`config.mk`:
```
export PLATFORM = sky130hd
export DESIGN_NAME = red_pitaya_trigger_gen_block
export DESIGN_NICKNAME = d
export VERILOG_FILES = /design/src/rtl/red_pitaya_trigger_gen_block_pkg.sv /design/src/rtl/red_pitaya_trigger_gen_timer.sv /design/src/rtl/red_pitaya_trigger_gen_block.sv
export SDC_FILE = /design/constraint.sdc
export NUM_CORES = 1
export LEC_CHECK = 0
export BUFFER_PORTS_ARGS = -buffer_cell sky130_fd_sc_hd__buf_4
export CAP_MARGIN = 30
export CELL_PAD_IN_SITES_DETAIL_PLACEMENT = 1
export CELL_PAD_IN_SITES_GLOBAL_PLACEMENT = 1
export CORE_MARGIN = 10
export CORE_UTILIZATION = 50
export CTS_CLUSTER_DIAMETER = 120
export CTS_CLUSTER_SIZE = 40
export DETAILED_ROUTE_END_ITERATION = 7
export PLACE_DENSITY_LB_ADDON = 0.1
export SKIP_LAST_GASP = 1
export SLEW_MARGIN = 30
export SYNTH_ARGS = -nofsm -noshare
export SYNTH_HDL_FRONTEND = slang
export SYNTH_SLANG_ARGS = --single-unit
```
`constraint.sdc`:
```
create_clock -name clk_i -period 2.85 [get_ports clk_i]
set_input_delay 0.1425 -clock clk_i [delete_from_list [all_inputs] [get_ports clk_i]]
set_output_delay 0.1425 -clock clk_i [all_outputs]
set_load 0.02 [all_outputs]
```
`src/rtl/red_pitaya_trigger_gen_block_pkg.sv`:
```
// Shared definitions for the trigger generator. These are the FSM state encoding and the
// register map, which is also used by the trigger block's address decode.
package red_pitaya_trigger_gen_block_pkg;

   typedef enum logic [2:0] {
      ST_IDLE  = 3'd0,
      ST_DELAY = 3'd1,
      ST_HIGH  = 3'd2,
      ST_LOW   = 3'd3,
      ST_DONE  = 3'd4
   } gen_state_t;

   localparam logic [15:0] ADDR_CTRL      = 16'h0100;
   localparam logic [15:0] ADDR_STOP      = 16'h0104;
   localparam logic [15:0] ADDR_CFG       = 16'h0108;
   localparam logic [15:0] ADDR_OUT_MASK  = 16'h010C;
   localparam logic [15:0] ADDR_START_SRC = 16'h0110;
   localparam logic [15:0] ADDR_DELAY     = 16'h0114;
   localparam logic [15:0] ADDR_HIGH_LEN  = 16'h0118;
   localparam logic [15:0] ADDR_LOW_LEN   = 16'h011C;
   localparam logic [15:0] ADDR_N_PULSES  = 16'h0120;
   localparam logic [15:0] ADDR_PULSES    = 16'h0124;
   localparam logic [15:0] ADDR_CTR_LO    = 16'h015C;
   localparam logic [15:0] ADDR_CTR_HI    = 16'h0160;
   localparam logic [15:0] ADDR_TS_LO     = 16'h0164;
   localparam logic [15:0] ADDR_TS_HI     = 16'h0168;

   // Status word layout: {state[2:0], busy}
   function automatic logic [31:0] status_word(input gen_state_t st);
      return {28'd0, st, (st != ST_IDLE)};
   endfunction

endpackage

```
`src/rtl/red_pitaya_trigger_gen_timer.sv`:
```
// Loadable down-counter that times each FSM state. Load wins over count enable. The expire
// flag is high while the count sits at 1, which marks the last cycle of the state.
module red_pitaya_trigger_gen_timer #(
   parameter int WIDTH = 32
)(
   input  logic             clk_i,
   input  logic             rstn_i,
   input  logic             load,
   input  logic [WIDTH-1:0] load_val,
   input  logic             en,
   output logic             expire
);

   logic [WIDTH-1:0] cnt;

   // Reload on state entry, otherwise count down and stop at zero.
   always_ff @(posedge clk_i or negedge rstn_i) begin
      if (!rstn_i)
         cnt <= '0;
      else if (load)
         cnt <= load_val;
      else if (en && (cnt != '0))
         cnt <= cnt - WIDTH'(1);
   end

   assign expire = (cnt == WIDTH'(1));

endmodule

```
`src/rtl/red_pitaya_trigger_gen_block.sv`:
```
// Trigger bus pulse-burst generator with a sysbus register interface.
//
//  state | meaning
//  IDLE  | waiting for a software start strobe or a qualified external rising edge
//  DELAY | start delay, lasting the snapshotted delay cycles
//  HIGH  | pulse high, lasting max(high_len,1) cycles
//  LOW   | pulse low, lasting max(low_len,1) cycles
//  DONE  | one cycle at the end of a burst, then restart or go idle
module red_pitaya_trigger_gen_block
   import red_pitaya_trigger_gen_block_pkg::*;
#(
   parameter int CNTBITS = 32,
   parameter int TSBITS  = 64
)(
   input  logic        clk_i,
   input  logic        rstn_i,
   input  logic [15:0] trig_i,
   output logic [15:0] trig_o,
   output logic        pulse_o,
   output logic        busy_o,
   input  logic [15:0] addr,
   input  logic        wen,
   input  logic        ren,
   output logic        ack,
   output logic [31:0] rdata,
   input  logic [31:0] wdata
);

   logic               auto_restart, ext_en;
   logic [15:0]        out_mask, start_src;
   logic [CNTBITS-1:0] delay_r, high_len, low_len, n_pulses;
   logic [CNTBITS-1:0] snap_delay, snap_high, snap_low, snap_n;
   logic [CNTBITS-1:0] pulses_emitted;
   logic               start_q, stop_q, ext_q, start_req;
   logic [15:0]        trig_s0, trig_s1, trig_s2;
   logic [TSBITS-1:0]  ctr, timestamp;
   logic [63:0]        ctr_w, ts_w;
   gen_state_t         state, state_nx;
   logic               tmr_load, tmr_expire;
   logic [CNTBITS-1:0] tmr_val;
   logic               do_start, do_restart, enter_high, pulse_d;
   logic [31:0]        rd_mux;

   // A zero length still gives a one-cycle HIGH or LOW phase.
   function automatic logic [CNTBITS-1:0] at_least_one(input logic [CNTBITS-1:0] v);
      return (v == '0) ? CNTBITS'(1) : v;
   endfunction

   // Configuration registers and the one-cycle start/stop strobes.
   always_ff @(posedge clk_i or negedge rstn_i) begin
      if (!rstn_i) begin
         auto_restart <= 1'b0;
         ext_en       <= 1'b0;
         out_mask     <= '0;
         start_src    <= '0;
         delay_r      <= '0;
         high_len     <= CNTBITS'(1);
         low_len      <= CNTBITS'(1);
         n_pulses     <= '0;
         start_q      <= 1'b0;
         stop_q       <= 1'b0;
      end else begin
         start_q <= wen && (addr == ADDR_CTRL);
         stop_q  <= wen && (addr == ADDR_STOP);
         if (wen) begin
            case (addr)
               ADDR_CFG:       {auto_restart, ext_en} <= wdata[1:0];
               ADDR_OUT_MASK:  out_mask  <= wdata[15:0];
               ADDR_START_SRC: start_src <= wdata[15:0];
               ADDR_DELAY:     delay_r   <= wdata[CNTBITS-1:0];
               ADDR_HIGH_LEN:  high_len  <= wdata[CNTBITS-1:0];
               ADDR_LOW_LEN:   low_len   <= wdata[CNTBITS-1:0];
               ADDR_N_PULSES:  n_pulses  <= wdata[CNTBITS-1:0];
               default: ;
            endcase
         end
      end
   end

   // Two-flop synchroniser, an edge-history flop, and a registered external start pulse.
   always_ff @(posedge clk_i or negedge rstn_i) begin
      if (!rstn_i) begin
         trig_s0 <= '0;
         trig_s1 <= '0;
         trig_s2 <= '0;
         ext_q   <= 1'b0;
      end else begin
         trig_s0 <= trig_i;
         trig_s1 <= trig_s0;
         trig_s2 <= trig_s1;
         ext_q   <= ext_en && (|(trig_s1 & ~trig_s2 & start_src));
      end
   end

   assign start_req = start_q | ext_q;

   // FSM state register.
   always_ff @(posedge clk_i or negedge rstn_i) begin
      if (!rstn_i)
         state <= ST_IDLE;
      else
         state <= state_nx;
   end

   // Next state and timer reload. Leaving IDLE uses the live registers because the snapshot
   // is taken on that same edge.
   always_comb begin
      state_nx   = state;
      tmr_load   = 1'b0;
      tmr_val    = '0;
      do_start   = 1'b0;
      do_restart = 1'b0;
      enter_high = 1'b0;
      if (stop_q) begin
         state_nx = ST_IDLE;
      end else begin
         case (state)
            ST_IDLE: begin
               if (start_req) begin
                  do_start = 1'b1;
                  tmr_load = 1'b1;
                  if (delay_r != '0) begin
                     state_nx = ST_DELAY;
                     tmr_val  = delay_r;
                  end else begin
                     state_nx   = ST_HIGH;
                     tmr_val    = at_least_one(high_len);
                     enter_high = 1'b1;
                  end
               end
            end
            ST_DELAY: begin
               if (tmr_expire) begin
                  state_nx   = ST_HIGH;
                  tmr_load   = 1'b1;
                  tmr_val    = at_least_one(snap_high);
                  enter_high = 1'b1;
               end
            end
            ST_HIGH: begin
               if (tmr_expire) begin
                  state_nx = ST_LOW;
                  tmr_load = 1'b1;
                  tmr_val  = at_least_one(snap_low);
               end
            end
            ST_LOW: begin
               if (tmr_expire) begin
                  if ((snap_n != '0) && (pulses_emitted == snap_n)) begin
                     state_nx = ST_DONE;
                  end else begin
                     state_nx   = ST_HIGH;
                     tmr_load   = 1'b1;
                     tmr_val    = at_least_one(snap_high);
                     enter_high = 1'b1;
                  end
               end
            end
            ST_DONE: begin
               if (auto_restart) begin
                  do_restart = 1'b1;
                  tmr_load   = 1'b1;
                  if (snap_delay != '0) begin
                     state_nx = ST_DELAY;
                     tmr_val  = snap_delay;
                  end else begin
                     state_nx   = ST_HIGH;
                     tmr_val    = at_least_one(snap_high);
                     enter_high = 1'b1;
                  end
               end else begin
                  state_nx = ST_IDLE;
               end
            end
            default: state_nx = ST_IDLE;
         endcase
      end
   end

   // FSM outputs decoded from the current state.
   always_comb begin
      pulse_d = (state == ST_HIGH);
      busy_o  = (state != ST_IDLE);
   end

   // Registered bus drive so the trigger lines never glitch.
   always_ff @(posedge clk_i or negedge rstn_i) begin
      if (!rstn_i) begin
         pulse_o <= 1'b0;
         trig_o  <= '0;
      end else begin
         pulse_o <= pulse_d;
         trig_o  <= out_mask & {16{pulse_d}};
      end
   end

   // Burst snapshot, pulse counting, free-running counter and last-pulse timestamp.
   always_ff @(posedge clk_i or negedge rstn_i) begin
      if (!rstn_i) begin
         snap_delay     <= '0;
         snap_high      <= '0;
         snap_low       <= '0;
         snap_n         <= '0;
         pulses_emitted <= '0;
         ctr            <= '0;
         timestamp      <= '0;
      end else begin
         ctr <= ctr + TSBITS'(1);
         if (do_start) begin
            snap_delay <= delay_r;
            snap_high  <= high_len;
            snap_low   <= low_len;
            snap_n     <= n_pulses;
         end
         // A restart begins a fresh count, otherwise an auto-restarted finite burst never ends.
         if (do_start || do_restart)
            pulses_emitted <= enter_high ? CNTBITS'(1) : '0;
         else if (enter_high && (pulses_emitted != '1))
            pulses_emitted <= pulses_emitted + CNTBITS'(1);
         if (enter_high)
            timestamp <= ctr;
      end
   end

   red_pitaya_trigger_gen_timer #(
      .WIDTH (CNTBITS)
   ) u_timer (
      .clk_i    (clk_i),
      .rstn_i   (rstn_i),
      .load     (tmr_load),
      .load_val (tmr_val),
      .en       (busy_o),
      .expire   (tmr_expire)
   );

   assign ctr_w = 64'(ctr);
   assign ts_w  = 64'(timestamp);

   // Read-data decode; unmapped and write-only addresses read as zero.
   always_comb begin
      rd_mux = '0;
      case (addr)
         ADDR_CTRL:      rd_mux = status_word(state);
         ADDR_CFG:       rd_mux = {30'd0, auto_restart, ext_en};
         ADDR_OUT_MASK:  rd_mux = {16'd0, out_mask};
         ADDR_START_SRC: rd_mux = {16'd0, start_src};
         ADDR_DELAY:     rd_mux = 32'(delay_r);
         ADDR_HIGH_LEN:  rd_mux = 32'(high_len);
         ADDR_LOW_LEN:   rd_mux = 32'(low_len);
         ADDR_N_PULSES:  rd_mux = 32'(n_pulses);
         ADDR_PULSES:    rd_mux = 32'(pulses_emitted);
         ADDR_CTR_LO:    rd_mux = ctr_w[31:0];
         ADDR_CTR_HI:    rd_mux = ctr_w[63:32];
         ADDR_TS_LO:     rd_mux = ts_w[31:0];
         ADDR_TS_HI:     rd_mux = ts_w[63:32];
         default:        rd_mux = '0;
      endcase
   end

   // Bus acknowledge and registered read data.
   always_ff @(posedge clk_i or negedge rstn_i) begin
      if (!rstn_i) begin
         ack   <= 1'b0;
         rdata <= '0;
      end else begin
         ack   <= wen | ren;
         rdata <= ren ? rd_mux : '0;
      end
   end

endmodule
```
# Word-level counts from Yosys, hierarchy flattened
# Index checks and enable logic that the tools add are counted.
[totals] register_bits=586 latch_bits=0 ram_bits=0 mem_bits_ro=0 in_bits=68 memories=0
[classes] addsub=3 n_mul=0 n_div=0 order_cmp=0 n_eq_ne=25 n_shift=0 muxes=47 bitwise_logic=6 n_reduce_logical=28
[ops] op="32-bit 2-to-1 mux" n=17
[ops] op="32-bit case mux with 13 select lines" n=1
[ops] op="16-bit by 9-bit equality test with 1-bit output, second input constant" n=14
[ops] op="32-bit case mux with 5 select lines" n=1
[ops] op="32-bit nonzero test" n=4
[ops] op="32-bit logical NOT" n=3
[ops] op="64-bit by 1-bit adder with 64-bit output, second input constant" n=1
[ops] op="16-bit bitwise AND" n=3
[ops] op="32-bit by 1-bit adder with 32-bit output, second input constant" n=1
[ops] op="32-bit by 1-bit equality test with 1-bit output, second input constant" n=1
[ops] op="32-bit equality test" n=1
[ops] op="32-bit inequality test, second input constant" n=1
[ops] op="32-bit by 1-bit subtractor with 32-bit output, second input constant" n=1
[ops] op="3-bit 2-to-1 mux" n=7
[ops] op="1-bit 2-to-1 mux" n=16
[ops] op="16-bit NOT" n=1
[ops] op="16-bit OR reduction" n=1
[ops] op="3-bit case mux with 5 select lines" n=1
[ops] op="2-bit AND reduction" n=7
[ops] op="3-bit inequality test, second input constant" n=4
[ops] op="1-bit case mux with 4 select lines" n=2
[ops] op="3-bit by 2-bit equality test with 1-bit output, second input constant" n=2
[ops] op="1-bit logical AND" n=6
[ops] op="2-bit 2-to-1 mux" n=2
[ops] op="other kinds (9)" n=11

# Depth between registers and ports, before layout
[depth] ltp_word=9 depth_mapped=11

# Hierarchy
# Synthesis repeated with hierarchy kept, for this count alone.
[unflattened] hier_cells=2245 hier_area_um2=26954.6
[modules_own_cells] module="red_pitaya_trigger_gen_block" instances=1 cells_each=2010 area_each_um2=24931.4
[modules_own_cells] module="red_pitaya_trigger_gen_timer" instances=1 cells_each=235 area_each_um2=2023.2

# Worst setup path before layout
# Ideal clock, no wire load.
[synth_timing] path_type="register to register" from="register u_timer.cnt[6]" to="register pulses_emitted[8]" arrival_ns=2.262 required_time_ns=2.730 path_slack_ns=0.467 stages_incl_launch_ff=9 path_buffers=1 period_less_slack_ns=2.383 path_cell_list="dfrtp_1 nor4_4 nand3_1 nor4_4 o311ai_4 a21oi_1 buf_2 a31oi_1 a41o_1"
[synth_between] elab_chain_cells=6 word_cells_on_any_way=7
[synth_lines] element="start: declaration" line_no="red_pitaya_trigger_gen_timer.sv:14" rtl="logic [WIDTH-1:0] cnt;"
[synth_lines] element="start signal: assignment" line_no="red_pitaya_trigger_gen_timer.sv:21" rtl="cnt <= load_val;"
[synth_lines] element="start signal: assignment" line_no="red_pitaya_trigger_gen_timer.sv:23" rtl="cnt <= cnt - WIDTH'(1);"
[synth_lines] element="32-bit by 1-bit equality test with 1-bit output (*)" line_no="red_pitaya_trigger_gen_timer.sv:26" rtl="assign expire = (cnt == WIDTH'(1));"
[synth_lines] element="1-bit 2-to-1 mux, on equally long branches" line_no="red_pitaya_trigger_gen_block.sv:148, red_pitaya_trigger_gen_block.sv:133"
[synth_lines] element="1-bit case mux with 4 select lines (*)" line_no="red_pitaya_trigger_gen_block.sv:117" rtl="case (state)"
[synth_lines] element="1-bit 2-to-1 mux (*)" line_no="red_pitaya_trigger_gen_block.sv:114" rtl="if (stop_q) begin"
[synth_lines] element="1-bit logical AND (*)" line_no="red_pitaya_trigger_gen_block.sv:218" rtl="else if (enter_high && (pulses_emitted != '1))"
[synth_lines] element="2-bit nonzero test (no line) (*)"
[synth_lines] element="end signal: assignment" line_no="red_pitaya_trigger_gen_block.sv:217" rtl="pulses_emitted <= enter_high ? CNTBITS'(1) : '0;"
[synth_lines] element="end signal: assignment" line_no="red_pitaya_trigger_gen_block.sv:219" rtl="pulses_emitted <= pulses_emitted + CNTBITS'(1);"
[synth_lines] element="end: declaration" line_no="red_pitaya_trigger_gen_block.sv:33" rtl="logic [CNTBITS-1:0] pulses_emitted;"
# Every way passes the cells marked *; elsewhere a longest branch is shown, timed or not.
# A chain may end at the register's enable or synchronous reset.

# Worst setup path in the final report
[layout_timing] from="register u_timer.cnt[5]" to="register pulses_emitted[23]"
# The elaborated chain is that of the path after synthesis.

==> summary.txt <==
Global routing
  • Total grt overflow: 0
  • GRT Resource Usage Total: 29.2%
  • First-pass GRT wire length: 142 mm
  • Largest net degree at the start of global routing: 81
  • Initial antenna violation count: 4
  • Vias in the first global route: 21844

Logic synthesis
  • Post-Synthesis Cells: 2284
  • Yosys reg bits: 586
  • Syn nets: 2357
  • Syn Std Cell Area: 26500 sq um
  • Most used DFF post-synth: dfrtp_1
  • Syn. warnings: 0
  • Post-synth EDFFs: 0
  • Most frequent cell after synthesis: dfrtp_1
  • Avg Inst Size Synth: 11.6 sq um
  • Share of the synthesized area in the top cell type: 55.2%
  • Synth cell count leaders: 584 x dfrtp_1, 303 x mux2_2, 293 x nand2_1, 108 x nor2_1, 95 x clkbuf_1
  • Share of flip-flops with an asynchronous set or reset: 100%
  • Cell variety after synth: 65
  • Most area-hungry cell type in the Yosys netlist: dfrtp_1
  • Seq/Total Area, Yosys: 55.4%
  • Synth top area cells: dfrtp_1 55%, mux2_2 13%, nand2_1 4.2%

Worst setup path
  • R2R setup slack: 0.06 ns
  • R2R cell count: 11
  • Max FO, Critical Path: 22
  • Worst Setup End Kind: flip-flop
  • Arrival @ worst endpoint: 3.30 ns
  • Worst Setup Path Type: flip-flop to flip-flop
  • CP required: 3.36 ns
  • CP Launch Type: flip-flop

Floorplanning
  • Width of the die: 250 microns
  • Num rows: 84
  • Die Area: 62600 sq um
  • Core area: 52600 sq um
  • Height of the die: 250 microns
  • I/O pins: 119
  • Initial Util: 50.4%

Worst hold path
  • Tightest Hold Check Type: primary input to async pin

Route
  • DR vias: 20969
  • DR WL/cell: 29.1 microns
  • Pre-Repair DR Iteration Count: 8
  • DR DRC count: 5
  • Total length of routed wires: 94.2 mm
  • Iter 0 DRT Violations: 2048
  • Vias per inst: 6.48
  • Antenna Nets Post-Route: 0

Finish
  • Filler Cell Count: 5453
  • Multi-input logic area: 11400 sq um
  • Cell area after layout: 30800 sq um
  • Storage cell area: 14700 sq um
  • Area growth syn-to-layout: 16.1%
  • Nets@finish: 2611
  • Layout cells sized above 1: 27.4%

Clock tree
  • H-tree depth: 1
  • Total clock sinks: 586
  • Clock Tree Buf Depth: 3
  • Clock root buffer: clkbuf_16
  • Clk_lat worst skew: 0.62 ns
  • Cts bufs inserted: 18
  • Clk slew on worst S/H paths: 0.15 ns
  • CTS tree: built

STA
  • Layout Skew: 0.0403 ns
  • Max_slew headroom: 43.6%
  • Max Transition Viols Final: 0
  • Fin worst setup slack: 0.0614 ns
  • Worst hold slack: 0.0764 ns
  • Setup Viol. Count Final: 0
  • Worst Max-Slew Pin Slew: 0.843 ns
  • Final worst path period need: 2.79 ns
  • Final Cycle Share: 97.8%
  • Final hold violation count: 0
  • RSZ-0062 raised after global routing: true
  • Peak Freq: 359 MHz

Placed design
  • Pre-CTS WS: 0.000652 ns
  • Hpwl dp: 70.7 mm
  • Port Buffers: 118
  • Post-detailed-placement cell area: 29500 sq um
  • GP Congestion: 0.994

Run status
  • Outcome: finished with violations
  • Failing checks: design-rule violations

Flow run
  • Max-cap check violation count: 0

Power
  • Peak VDD IR: 567 uV
  • Leak: 0.0149 uW
  • Pwr Density: 411 nW/um^2
-- flip-flops by register name (all words and copies together), names as in the netlist, 3 cells and up --
| signal | count |
|---|---|
| u_timer.cnt | 32 |
| low_len | 32 |
| start_src | 16 |
| trig_s2 | 16 |
| state | 3 |
| snap_delay | 32 |
| pulses_emitted | 32 |
| snap_high | 32 |
| ctr | 64 |
| snap_n | 32 |
| rdata | 32 |
| n_pulses | 32 |
| trig_s0 | 16 |
| out_mask | 16 |
| timestamp | 64 |
| high_len | 32 |
| trig_s1 | 16 |
| delay_r | 32 |
| trig_o | 16 |
| snap_low | 32 |
-- routing by layer --
| layer | up-vias | routed length, microns | GRT usage (%) |
|---|---|---|---|
| met3 | 185 | 6360 | 4.14 |
| met5 | - | 0 | 0 |
| li1 | 8900 | - | - |
| met4 | 0 | 4200 | 11.2 |
| met2 | 912 | 44500 | 47.7 |
| met1 | 10972 | 39100 | 39.0 |
-- area by class of cell --
class / count / area share (%)
diodes: 3 / 0.0244
clock buffers: 26 / 1.56
clock inverters: 3 / 0.106
inverters: 16 / 0.195
multi-input cells: 1553 / 37.2
flip-flops and latches: 586 / 47.7
well taps: 688 / 2.80
repair buffers: 363 / 10.4
-- stage by stage --
| step | total power (uW) | cells | setup TNS, ns | util (%) |
|---|---|---|---|---|
| 3_3_place_gp | 8940 | 3144 | 0 | 56.2 |
| 6_report | 12600 | 3238 | 0 | 58.5 |
| 4_1_cts | 12700 | 3227 | 0 | 58.2 |
| 5_1_grt | 13000 | 3235 | -0.0738 | 58.5 |
| 2_1_floorplan | 8570 | 2284 | 0 | - |
| 3_5_place_dp | 8960 | 3145 | 0 | 56.2 |
-- repair_timing --
item | in CTS | in global routing
endpoints found under the hold margin | 390 | 0
gates cloned | 0 | 0
endpoints found under the setup margin | 8 | 59
pin swaps | 1 | 6
setup buffers | 0 | 8
hold buffers | 53 | 0
gates resized for setup | 2 | 20
-- worst paths after layout --
| check | start | to |
|---|---|---|
| worst max-delay path | u_timer.cnt[5] | pulses_emitted[23] |
| max in group asynchronous | rstn_i | trig_s0[10] |
| worst min-delay path | rstn_i | ctr[55] |
| worst min register to register | trig_s0[1] | trig_s1[1] |
| worst max register to register | u_timer.cnt[5] | pulses_emitted[23] |
| min in group clk_i | addr[5] | auto_restart |
-- where the power goes --
part / switching, uW / internal (uW) / leakage, uW
sequential: 14.8 / 8350 / 0.00805
clock: 2560 / 1220 / 0.000243
combinational: 315 / 169 / 0.00664
total: 2890 / 9740 / 0.0149
-- worst max-delay path, cell delays in order, from the launching register on --
cell      delay (ns)
dfrtp_2         0.47
nor4_4          0.34
nand3_2         0.16
nor4_4          0.29
buf_6           0.18
o311ai_4        0.11
buf_12          0.18
buf_4           0.13
a21oi_1         0.28
buf_12          0.21
a21oi_1         0.09
a31o_2          0.22
-- logic make-up (layout without fill, tap and decap cells) --
| logic type | count (synthesis) | after routing | share of synthesized area (%) |
|---|---|---|---|
| AOI/OAI and AO/OA | 355 | 355 | 10.3 |
| xor gates and xnor gates | 124 | 124 | 4.10 |
| adders and majority gates | 5 | 5 | 0.236 |
| buffers and inverters | 145 | 408 | 2.14 |
| DFF | 586 | 586 | 55.4 |
| muxes | 330 | 330 | 13.9 |
| other | 0 | 3 | 0 |
| and+or+nand+nor | 739 | 739 | 14.0 |
-- layout by cell type, fill, tap and decap left out, types with 24 or more instances in the layout --
cell,synthesis,routed
mux2i_1,27,27
nand3_1,39,37
nand2_1,293,292
xnor2_1,45,45
a222oi_1,53,53
mux2_2,303,303
dlygate4sd3_1,0,53
buf_4,0,280
a21boi_0,27,27
nor3_1,27,25
a21oi_1,34,34
nor2_1,108,103
dfrtp_1,584,580
a31oi_1,51,51
o21ai_0,24,24
and2_1,26,25
a22oi_1,68,68
nor4_1,81,69
xor2_1,79,79
nand4_1,45,45
buf_12,0,26
(Power assumes the default switching activity.)
